<file path="config.mk">
export PLATFORM = sky130hd
export DESIGN_NAME = vertical_vga
export DESIGN_NICKNAME = d
export VERILOG_FILES = /design/src/rtl/vertical_vga_pkg.sv /design/src/rtl/vga_edge_detect.sv /design/src/rtl/vertical_vga.sv
export SDC_FILE = /design/constraint.sdc
export NUM_CORES = 1
export LEC_CHECK = 0
export CAP_MARGIN = 15
export CORE_UTILIZATION = 59
export CTS_BUF_LIST = sky130_fd_sc_hd__clkbuf_16
export CTS_CLUSTER_SIZE = 14
export DETAILED_ROUTE_END_ITERATION = 8
export PLACE_DENSITY = 0.83
export REMOVE_ABC_BUFFERS = 1
export SLEW_MARGIN = 20
export SYNTH_ARGS = -nofsm -noshare
export SYNTH_HDL_FRONTEND = slang
export SYNTH_SLANG_ARGS = --single-unit
</file>
<file path="constraint.sdc">
create_clock -name clk -period 5 [get_ports clk]
set_input_delay 1.5 -clock clk [delete_from_list [all_inputs] [get_ports clk]]
set_output_delay 1.5 -clock clk [all_outputs]
set_load 0.01 [all_outputs]
</file>
<file path="src/rtl/vertical_vga_pkg.sv">
// Shared state encodings and vertical timing constants for the 640x480 VGA driver.
// State codes are the same as in the horizontal stage so debug views line up.
package vertical_vga_pkg;

  typedef enum logic [1:0] {
    ST_DISPLAY     = 2'b00,
    ST_FRONT_PORCH = 2'b01,
    ST_SYNC_PULSE  = 2'b10,
    ST_BACK_PORCH  = 2'b11
  } vga_state_e;

  localparam int unsigned DISP_LINES  = 480;
  localparam int unsigned FP_LINES    = 10;
  localparam int unsigned SYNC_LINES  = 2;
  localparam int unsigned BP_LINES    = 29;
  localparam int unsigned LINE_REPEAT = 5;
  localparam int unsigned ROWS        = DISP_LINES / LINE_REPEAT;

  localparam int unsigned LINE_W = 10;
  localparam int unsigned REP_W  = 3;
  localparam int unsigned ROW_W  = 7;

  // Terminal counts, pre-sized to the counter widths they are compared against.
  localparam logic [LINE_W-1:0] DISP_LAST = LINE_W'(DISP_LINES - 1);
  localparam logic [LINE_W-1:0] FP_LAST   = LINE_W'(FP_LINES - 1);
  localparam logic [LINE_W-1:0] SYNC_LAST = LINE_W'(SYNC_LINES - 1);
  localparam logic [LINE_W-1:0] BP_LAST   = LINE_W'(BP_LINES - 1);
  localparam logic [REP_W-1:0]  REP_LAST  = REP_W'(LINE_REPEAT - 1);
  localparam logic [ROW_W-1:0]  ROW_LAST  = ROW_W'(ROWS - 1);

endpackage

</file>
<file path="src/rtl/vga_edge_detect.sv">
// Rising-edge detector on the horizontal sync; one pulse marks the end of each line.
// The history flop resets high so a sync already high at reset release gives no pulse.
module vga_edge_detect (
  input  logic clk,
  input  logic reset,
  input  logic sync_in,
  output logic rise
);

  logic sync_d;
  logic sync_q;

  always_comb begin
    sync_d = sync_in;
  end

  always_ff @(posedge clk) begin
    if (reset) begin
      sync_q <= 1'b1;
    end else begin
      sync_q <= sync_d;
    end
  end

  assign rise = sync_in & ~sync_q;

endmodule

</file>
<file path="src/rtl/vertical_vga.sv">
// Vertical timing stage: counts lines from HSYNC rising edges and produces VSYNC,
// the BRAM row address (each row repeated over several lines) and the display window.
module vertical_vga
  import vertical_vga_pkg::*;
(
  input  logic             clk,
  input  logic             reset,
  input  logic             HSYNC,
  output logic [ROW_W-1:0] VPIXEL,
  output logic             VSYNC,
  output logic             vrgb,
  output logic             frame_start,
  output vga_state_e       state_dbg
);

  logic line_tick;

  vga_state_e        state_q, state_d;
  logic [LINE_W-1:0] line_cnt_q, line_cnt_d;
  logic [REP_W-1:0]  rep_cnt_q, rep_cnt_d;
  logic [ROW_W-1:0]  vpixel_q, vpixel_d;
  logic              vsync_q, vsync_d;
  logic              vrgb_q, vrgb_d;
  logic              frame_start_q, frame_start_d;

  vga_edge_detect u_edge (
    .clk     (clk),
    .reset   (reset),
    .sync_in (HSYNC),
    .rise    (line_tick)
  );

  always_ff @(posedge clk) begin
    if (reset) begin
      state_q       <= ST_DISPLAY;
      line_cnt_q    <= '0;
      rep_cnt_q     <= '0;
      vpixel_q      <= '0;
      vsync_q       <= 1'b1;
      vrgb_q        <= 1'b1;
      frame_start_q <= 1'b0;
    end else begin
      state_q       <= state_d;
      line_cnt_q    <= line_cnt_d;
      rep_cnt_q     <= rep_cnt_d;
      vpixel_q      <= vpixel_d;
      vsync_q       <= vsync_d;
      vrgb_q        <= vrgb_d;
      frame_start_q <= frame_start_d;
    end
  end

  always_comb begin
    state_d       = state_q;
    line_cnt_d    = line_cnt_q;
    rep_cnt_d     = rep_cnt_q;
    vpixel_d      = vpixel_q;
    frame_start_d = 1'b0;

    if (line_tick) begin
      line_cnt_d = line_cnt_q + 1'b1;
      unique case (state_q)
        ST_DISPLAY: begin
          if (line_cnt_q == DISP_LAST) begin
            state_d    = ST_FRONT_PORCH;
            line_cnt_d = '0;
            rep_cnt_d  = '0;
            vpixel_d   = '0;
          end else if (rep_cnt_q == REP_LAST) begin
            rep_cnt_d = '0;
            // Clamp keeps the row address inside the BRAM even if counts drift.
            if (vpixel_q != ROW_LAST) begin
              vpixel_d = vpixel_q + 1'b1;
            end
          end else begin
            rep_cnt_d = rep_cnt_q + 1'b1;
          end
        end
        ST_FRONT_PORCH: begin
          if (line_cnt_q == FP_LAST) begin
            state_d    = ST_SYNC_PULSE;
            line_cnt_d = '0;
          end
        end
        ST_SYNC_PULSE: begin
          if (line_cnt_q == SYNC_LAST) begin
            state_d    = ST_BACK_PORCH;
            line_cnt_d = '0;
          end
        end
        ST_BACK_PORCH: begin
          if (line_cnt_q == BP_LAST) begin
            state_d       = ST_DISPLAY;
            line_cnt_d    = '0;
            frame_start_d = 1'b1;
          end
        end
        default: begin
          state_d    = ST_DISPLAY;
          line_cnt_d = '0;
        end
      endcase
    end

    // Decoded from the next state so sync/window move on the same edge as the FSM.
    vsync_d = (state_d != ST_SYNC_PULSE);
    vrgb_d  = (state_d == ST_DISPLAY);
  end

  assign VPIXEL      = vpixel_q;
  assign VSYNC       = vsync_q;
  assign vrgb        = vrgb_q;
  assign frame_start = frame_start_q;
  assign state_dbg   = state_q;

endmodule
</file>
# --- Yosys cells after proc, flatten, opt, wreduce, memory -nomap -nowiden ---
# Index checks and enable logic that the tools add are counted.
word_totals:
  input_bits: 3
  ff_bits: 26
classes:
  add_sub_neg: 3
  muxes: 17
  bitwise: 4
  eq_ne: 10
  reduce_logical: 7
ops:
  columns: ["operator", "n"]
  rows:
  - ["$mux W10", 4]
  - ["$pmux W10 S4", 1]
  - ["$mux W7", 3]
  - ["$add A10 B1 Y10 const B", 1]
  - ["$eq A10 B1 Y1 const B", 1]
  - ["$eq A10 B4 Y1 const B", 1]
  - ["$eq A10 B5 Y1 const B", 1]
  - ["$eq A10 B9 Y1 const B", 1]
  - ["$mux W2", 5]
  - ["$pmux W2 S4", 1]
  - ["$add A7 B1 Y7 const B", 1]
  - ["$ne A7 B7 Y1 const B", 1]
  - ["$mux W3", 2]
  - ["$eq A2 B2 Y1 const B", 2]
  - ["$logic_not A2 Y1", 2]
  - ["$reduce_and A4 Y1", 1]
  - ["$reduce_bool A2 Y1", 2]
  - ["$add A3 B1 Y3 const B", 1]
  - ["$eq A3 B3 Y1 const B", 1]
  - ["$not A1 Y1", 3]
  - ["$reduce_or A3 Y1", 1]
  - ["$eq A2 B1 Y1 const B", 1]
  - ["$ne A2 B2 Y1 const B", 1]
  - ["$reduce_and A2 Y1", 1]
  - ["other kinds (2)", 2]

# --- Longest topological paths before layout ---
# Gate-level depths: netlist of run 1.
logic_depth:
  depth_word: 5
  mapped_depth: 8
  depth_no_buf: 7

# --- Cells and area by module ---
# A second synthesis of run 1 with hierarchy kept.
hier_totals:
  cells_unflattened: 173
  hier_area_um2: 1461.4
modules_own_cells:
  columns: ["mod", "n_inst", "cells_per_inst", "area_each_um2"]
  rows:
  - ["vertical_vga", 1, 170, 1428.9]
  - ["vga_edge_detect", 1, 3, 32.5]

# --- Worst setup path before layout of run 1 ---
# Ideal clock, no wire load.
synth_path:
  path_type: "in2reg"
  start: "in HSYNC"
  end: "reg line_cnt_q[3]"
  path_slack_ns: 2.022
  arrival_time_ns: 2.862
  path_stages: 7
  path_buffers: 2
  path_cell_list: "nand2b_1 > clkbuf_1 > nor3_1 > a21o_1 > clkbuf_1 > nand2b_1 > nor2_1"
synth_via:
  elab_chain_len: 1
synth_rtl:
  columns: ["item", "line", "rtl"]
  rows:
  - ["start, declared", "vertical_vga.sv:8", "input logic HSYNC,"]
  - ["$and A1 B1 Y1", "vga_edge_detect.sv:25", "assign rise = sync_in & ~sync_q;"]
  - ["end signal, assigned", "vertical_vga.sv:44", "line_cnt_q <= line_cnt_d;"]
  - ["end, declared", "vertical_vga.sv:19", "logic [LINE_W-1:0] line_cnt_q, line_cnt_d;"]
# Every way passes these cells.
# A chain may end at the register's enable or synchronous reset.

# --- Final worst setup path of run 1 ---
# Ends and elaborated chain as after synthesis.

==> results of run 1 <==
Yosys cell counts (all sizes together) (2+ instances only):
cell,instances
ha,6
nor2,21
inv,7
xor2,7
nor3b,3
buf,2
nand4,8
or3b,2
nand2b,2
and4,2
nand3b,2
clkbuf,7
o21ai,5
and3,4
a21oi,11
nand2,11
or4,2
a21o,2
o211ai,4
dfxtp,26
nor3,4
xnor2,2
nand3,4
flip-flops by register name, summed over array words and instances (netlist names):
name / cells
line_cnt_q: 10
VPIXEL: 7
rep_cnt_q: 3
state_dbg: 2
VSYNC: 1
frame_start: 1
u_edge.sync_q: 1
vrgb: 1
report_power, final:
part           switching, W  internal [W]  total [W]
Clock             0.0000711      0.000159   0.000230
Sequential       0.00000211      0.000209   0.000211
Combinational     0.0000105    0.00000646  0.0000169
Total             0.0000837      0.000374   0.000458
path summary, 6_finish.rpt:
kind	startpoint	end	slack, ps	cells after the start
worst max-delay path	HSYNC	line_cnt_q[3]	1570	6
worst min-delay path	rep_cnt_q[1]	rep_cnt_q[1]	480	2
worst max register to register	line_cnt_q[1]	state_dbg[0]	2760	7
worst min register to register	rep_cnt_q[1]	rep_cnt_q[1]	480	2
cell type report:
cell class / instances / area, um^2
clock buffer: 3 / 75.1
sequential: 26 / 520
clock inverter: 1 / 30.0
fill: 163 / 593
tap: 28 / 35.0
multi-input combinational: 121 / 771
timing repair buffer: 14 / 140
inverter: 7 / 26.3
stage by stage:
stage                     std cells  worst slack, ps  hold WS, ps
final                           200             1570          480
after CTS                       200             1600          482
after floorplan                 154             2190          453
after global routing            200             1420          512
after detailed placement        196             1320          473
after global placement          196             1430          467
cells by family (layout without fill, tap and decap cells):
| kind of cell | count (synthesis) | count (layout) | share of synthesized area, % |
|---|---|---|---|
| AOI/OAI and AO/OA | 33 | 33 | 16.0 |
| adders and majority gates | 6 | 6 | 5.52 |
| DFF | 26 | 26 | 38.3 |
| and+or+nand+nor | 72 | 72 | 28.6 |
| buffers and inverters | 16 | 25 | 5.06 |
| muxes | 1 | 1 | 0.736 |
| xor gates and xnor gates | 9 | 9 | 5.80 |
layer usage:
metal,vias to the layer above,global-route usage [%]
met1,560,30.6
li1,598,-
met4,0,12.4
met3,9,4.01
met5,-,0
met2,33,44.0
worst max-delay path, cell delays in order:
cell             delay (ps)
clkdlybuf4s50_1         490
nand2b_1                220
nor3_1                  710
a21o_1                  370
nand2b_1                220
nor2_1                   70
==> run summary, run 1 <==
number of inserted diodes = 0
#FFs+latches synth = 26
TritonCTS Buffers = 3
slew margin rel. = 43.4%
WP data required = 5150 ps
critical path class = in -> reg
vias post-DR = 1200
via-per-instance ratio = 6.00
die height = 50.0 um
Initial DRC Count = 32
Post-DP Area = 0.00149 mm^2
status = complete, no violations
met1 wire length = 1290 um
Met3 Wirelength = 116 um
metal2 WL = 1430 um
initial antenna violation count = 0
commonest non-fill, non-tap cell in the layout = dfxtp_1
layout cell share with drive strength beyond 1 = 5.81%
initial core utilization = 62.1%
Worst Tran Pin Value = 843 ps
cell area after layout = 0.00160 mm^2
Fin Setup TNS = 0 ps
I/O Buffers = 14
Synth top area share = 38.3%
Min-Delay Path Class = reg -> reg
async set-reset flop share out of synthesis = 0%
Synth area leaders = dfxtp_1 38%, nor2_1 5.8%, ha_1 5.5%
TritonCTS clock tree = done
first-pass GRT wire length = 4870 um
hold_buf cts = 0
DRC errors left = 0
max frequency = 292 MHz
Final #Nets = 182
average wire per standard cell = 14.5 um
GP Congestion = 0.889
P&R area growth vs syn = 17.5%
Core ar. = 0.00219 mm^2
RSZ-0062 raised after global routing = false
Clock Sinks = 26
Tcrit/Tclk final = 68.5%
leakage power = 0.573 nW
crit path max fanout = 9
grt ovf = 0
post-synthesis sequential area ratio = 38.3%
synth unique cells = 44
Hold Violations, Final = 0
Max Used Layer = met4
Die ar. = 0.00250 mm^2
power per cell area = 287 mW/mm^2
post-CTS resize count = 0
DRT Wirelength = 2910 um
std cell rows = 17
crit path launch type = primary input
EDFF count, synth = 0
Final Max Slew Viols = 0
antenna viol nets, final = 0
hpwl dp = 2040 um
Worst Skew = 3.97 ps
Setup Buffers After CTS = 0
DIE WIDTH = 50.0 um
Pwr Total = 0.000458 W
Avg Inst Size Synth = 8.34 um^2
Mapped Area = 0.00136 mm^2
largest net degree at the start of global routing = 17
commonest non-fill, non-tap cells in the layout = 26 x dfxtp_1, 21 x nor2_1, 14 x clkdlybuf4s50_1
Reg clk slew, reported paths = 70 ps
CTS H-tree lvls = 1
top_reg_cell synth = dfxtp_1
setup violators final = 0
fin util = 72.9%
num ports = 15
Root Driver = clkbuf_16
vias in the first global route = 1149
Post-Synthesis Cells = 163
Ys Warns = 0
cell taking the most area after synthesis = dfxtp_1
Worst Setup End Kind = register
post-layout minimum cycle time = 3430 ps
clock latency on the worst-skew pair = 260 ps
1st-pass router iterations = 4
max-cap check violation count = 0
GRT Total Usage = 25.6%
IR Drop Worst-Case VDD = 0.234 mV
CP Data Arrival Time = 3580 ps
CTS Buffer Depth = 2
Note: power is estimated with default switching activity, not from simulation.
==> inputs of run 2 (changes only) <==
- CORE_UTILIZATION: 59 -> 55
- PLACE_DENSITY: 0.83 -> 0.78
- clock period: 5 -> 3.33 ns (I/O delays scaled with it)
==> run summary, run 2 (synthesis gave the netlist of run 1 again) <==
status = complete, no violations
commonest non-fill, non-tap cells in the layout = 26 x dfxtp_1, 21 x nor2_1, 14 x clkdlybuf4s50_1
GRT Total Usage = 24.8% (-0.81 points)
Min-Delay Path Class = reg -> reg
P&R area growth vs syn = 16.4%
max reg flops = 10 (unchanged)
largest register by flop count = line_cnt_q
DRC errors left = 0 (unchanged)
CTS H-tree lvls = 1 (unchanged)
DIE WIDTH = 51.7 um (+3.4%)
CP Data Arrival Time = 2880 ps (-700 ps)
critical path class = in -> reg
vias in the first global route = 1102 (-4.1%)
setup violators final = 0 (unchanged)
I/O Buffers = 14 (unchanged)
Fin Setup TNS = 0 ps (unchanged)
slowest stage delay, CP = 490 ps (-220 ps)
Tcrit/Tclk final = 82.5%
average wire per standard cell = 14.6 um (+0.56%)
Worst Skew = 4.10 ps (+0.133 ps)
std cell rows = 17 (unchanged)
Root Driver = clkbuf_16
grt ovf = 0 (unchanged)
power per cell area = 379 mW/mm^2 (+32%)
Core ar. = 0.00228 mm^2 (+3.9%)
TritonCTS clock tree = done
antenna viol nets, final = 0 (unchanged)
Die ar. = 0.00268 mm^2 (+7.0%)
first-pass GRT wire length = 4970 um (+2.0%)
num ports = 15 (unchanged)
largest net degree at the start of global routing = 16 (-1)
slew margin rel. = 59.7% (+16 points)
via-per-instance ratio = 5.99 (-0.17%)
RR Endpoint = state_dbg[0]
crit path max fanout = 9 (unchanged)
1st-pass router iterations = 4 (unchanged)
WHS Endpoint = rep_cnt_q[1]
post-CTS resize count = 0 (unchanged)
layout cell share with drive strength beyond 1 = 6.36% (+0.54 points)
post-layout minimum cycle time = 2750 ps
WP data required = 3470 ps (-1680 ps)
R2R cell count = 7 (unchanged)
switching part of the total = 19.5% (+1.2 points)
CP Cell Sequence = clkdlybuf4s50_1 > nand2b_1 > nor3_1 > a41oi_1 > a21o_1 > or3_2
max-cap check violation count = 0 (unchanged)
DRT Wirelength = 2940 um (+1.1%)
Min Hold Slack = 495 ps (+15.4 ps)
TritonCTS Buffers = 3 (unchanged)
reg2reg start = line_cnt_q[1]
GP Congestion = 0.873 (-1.8%)
hold_buf cts = 0 (unchanged)
Final #Nets = 184 (+1.1%)
crit path launch type = primary input
clock latency on the worst-skew pair = 260 ps (about the same)
initial antenna violation count = 0 (unchanged)
fillers = 168 (+3.1%)
Clock Sinks = 26 (unchanged)
P_int = 0.000484 W (+29%)
Worst Setup End Kind = register
Sequential Power Share = 52.8% (+6.8 points)
Pwr Total = 0.000601 W (+31%)
highest-delay cell along the critical path = clkdlybuf4s50_1
number of inserted diodes = 0 (unchanged)
IR Drop Worst-Case VDD = 0.515 mV (+120%)
RSZ-0062 raised after global routing = false
Reg clk slew, reported paths = 60 ps (about the same)
Hold Startpoint = rep_cnt_q[1]
Initial DRC Count = 37 (+16%)
die height = 51.7 um (+3.4%)
CTS Buffer Depth = 2 (unchanged)
flop-to-flop setup slack = 1120 ps (-1640 ps)
Net Sw Power = 0.000117 W (+40%)
Worst Tran Pin Value = 604 ps (-239 ps)
part of the power in the clock network = 42.7% (-7.6 points)
hpwl dp = 2140 um (+5.2%)
hold path depth = 2 (unchanged)
commonest non-fill, non-tap cell in the layout = dfxtp_1
Setup Buffers After CTS = 0 (unchanged)
leakage power = 0.569 nW (-0.70%)
Hold Violations, Final = 0 (unchanged)
initial core utilization = 59.8% (-2.3 points)
combinational share of power = 4.5% (+0.8 points)
Final Max Slew Viols = 0 (unchanged)
max frequency = 364 MHz
vias post-DR = 1204 (+0.33%)
[run 2: changes by cell type in the layout (fill, tap and decap cells not counted)]
cell,delta
buf_4,+2
bufinv_16,-1
[run 2: routing by layer]
layer / share of wire, % / wire, um / GRT usage [%] / up-vias
met4: 0.41 / 12 / 2.70 / 0
li1: - / - / - / 607
met1: 46 / 1370 / 31.8 / 551
met3: 5.4 / 160 / 6.14 / 2
met2: 48 / 1400 / 43.1 / 44
met5: 0 / 0 / 0 / -
[run 2: layout make-up]
type / instances / area [um^2] / share of cell area, %
Tap cell: 28 / 35.0 / 2.21
Timing Repair Buffer: 16 / 155 / 9.80
Sequential cell: 26 / 520 / 32.9
Multi-Input combinational cell: 121 / 771 / 48.7
Clock buffer: 3 / 75.1 / 4.74
Inverter: 7 / 26.3 / 1.66
[run 2: critical path, delay by kind of cell]
kind                   cells  cell delay, ps
AOI/OAI and AO/OA          2             420
and+or+nand+nor            3             970
buffers and inverters      1             490
[run 2: worst max-delay path by stage]
stage	slack, ps	endpoint	startpoint
finish	580	VSYNC	HSYNC
global route	410	VSYNC	HSYNC
CTS	600	VSYNC	HSYNC
detailed placement	370	VSYNC	HSYNC
global placement	430	VSYNC	HSYNC
floorplan	1020	VSYNC	HSYNC
[run 2: power groups by stage]
stage	clock [W]	combinational (W)	sequential, W
floorplan	0	0.0000159	0.000323
global placement	0	0.0000258	0.000324
detailed placement	0	0.0000265	0.000324
CTS	0.000262	0.0000268	0.000317
global route	0.000275	0.0000302	0.000317
finish	0.000256	0.0000270	0.000317
[run 2: stage by stage]
stage / worst slack, ps / util, % / cell area (um^2) / std cells
after floorplan: 1020 / - / 1320 / 154
after global placement: 425 / 66.2 / 1510 / 198
after detailed placement: 373 / 66.2 / 1510 / 198
after CTS: 600 / 69.5 / 1580 / 201
after global routing: 411 / 69.5 / 1580 / 201
final: 584 / 69.5 / 1580 / 201
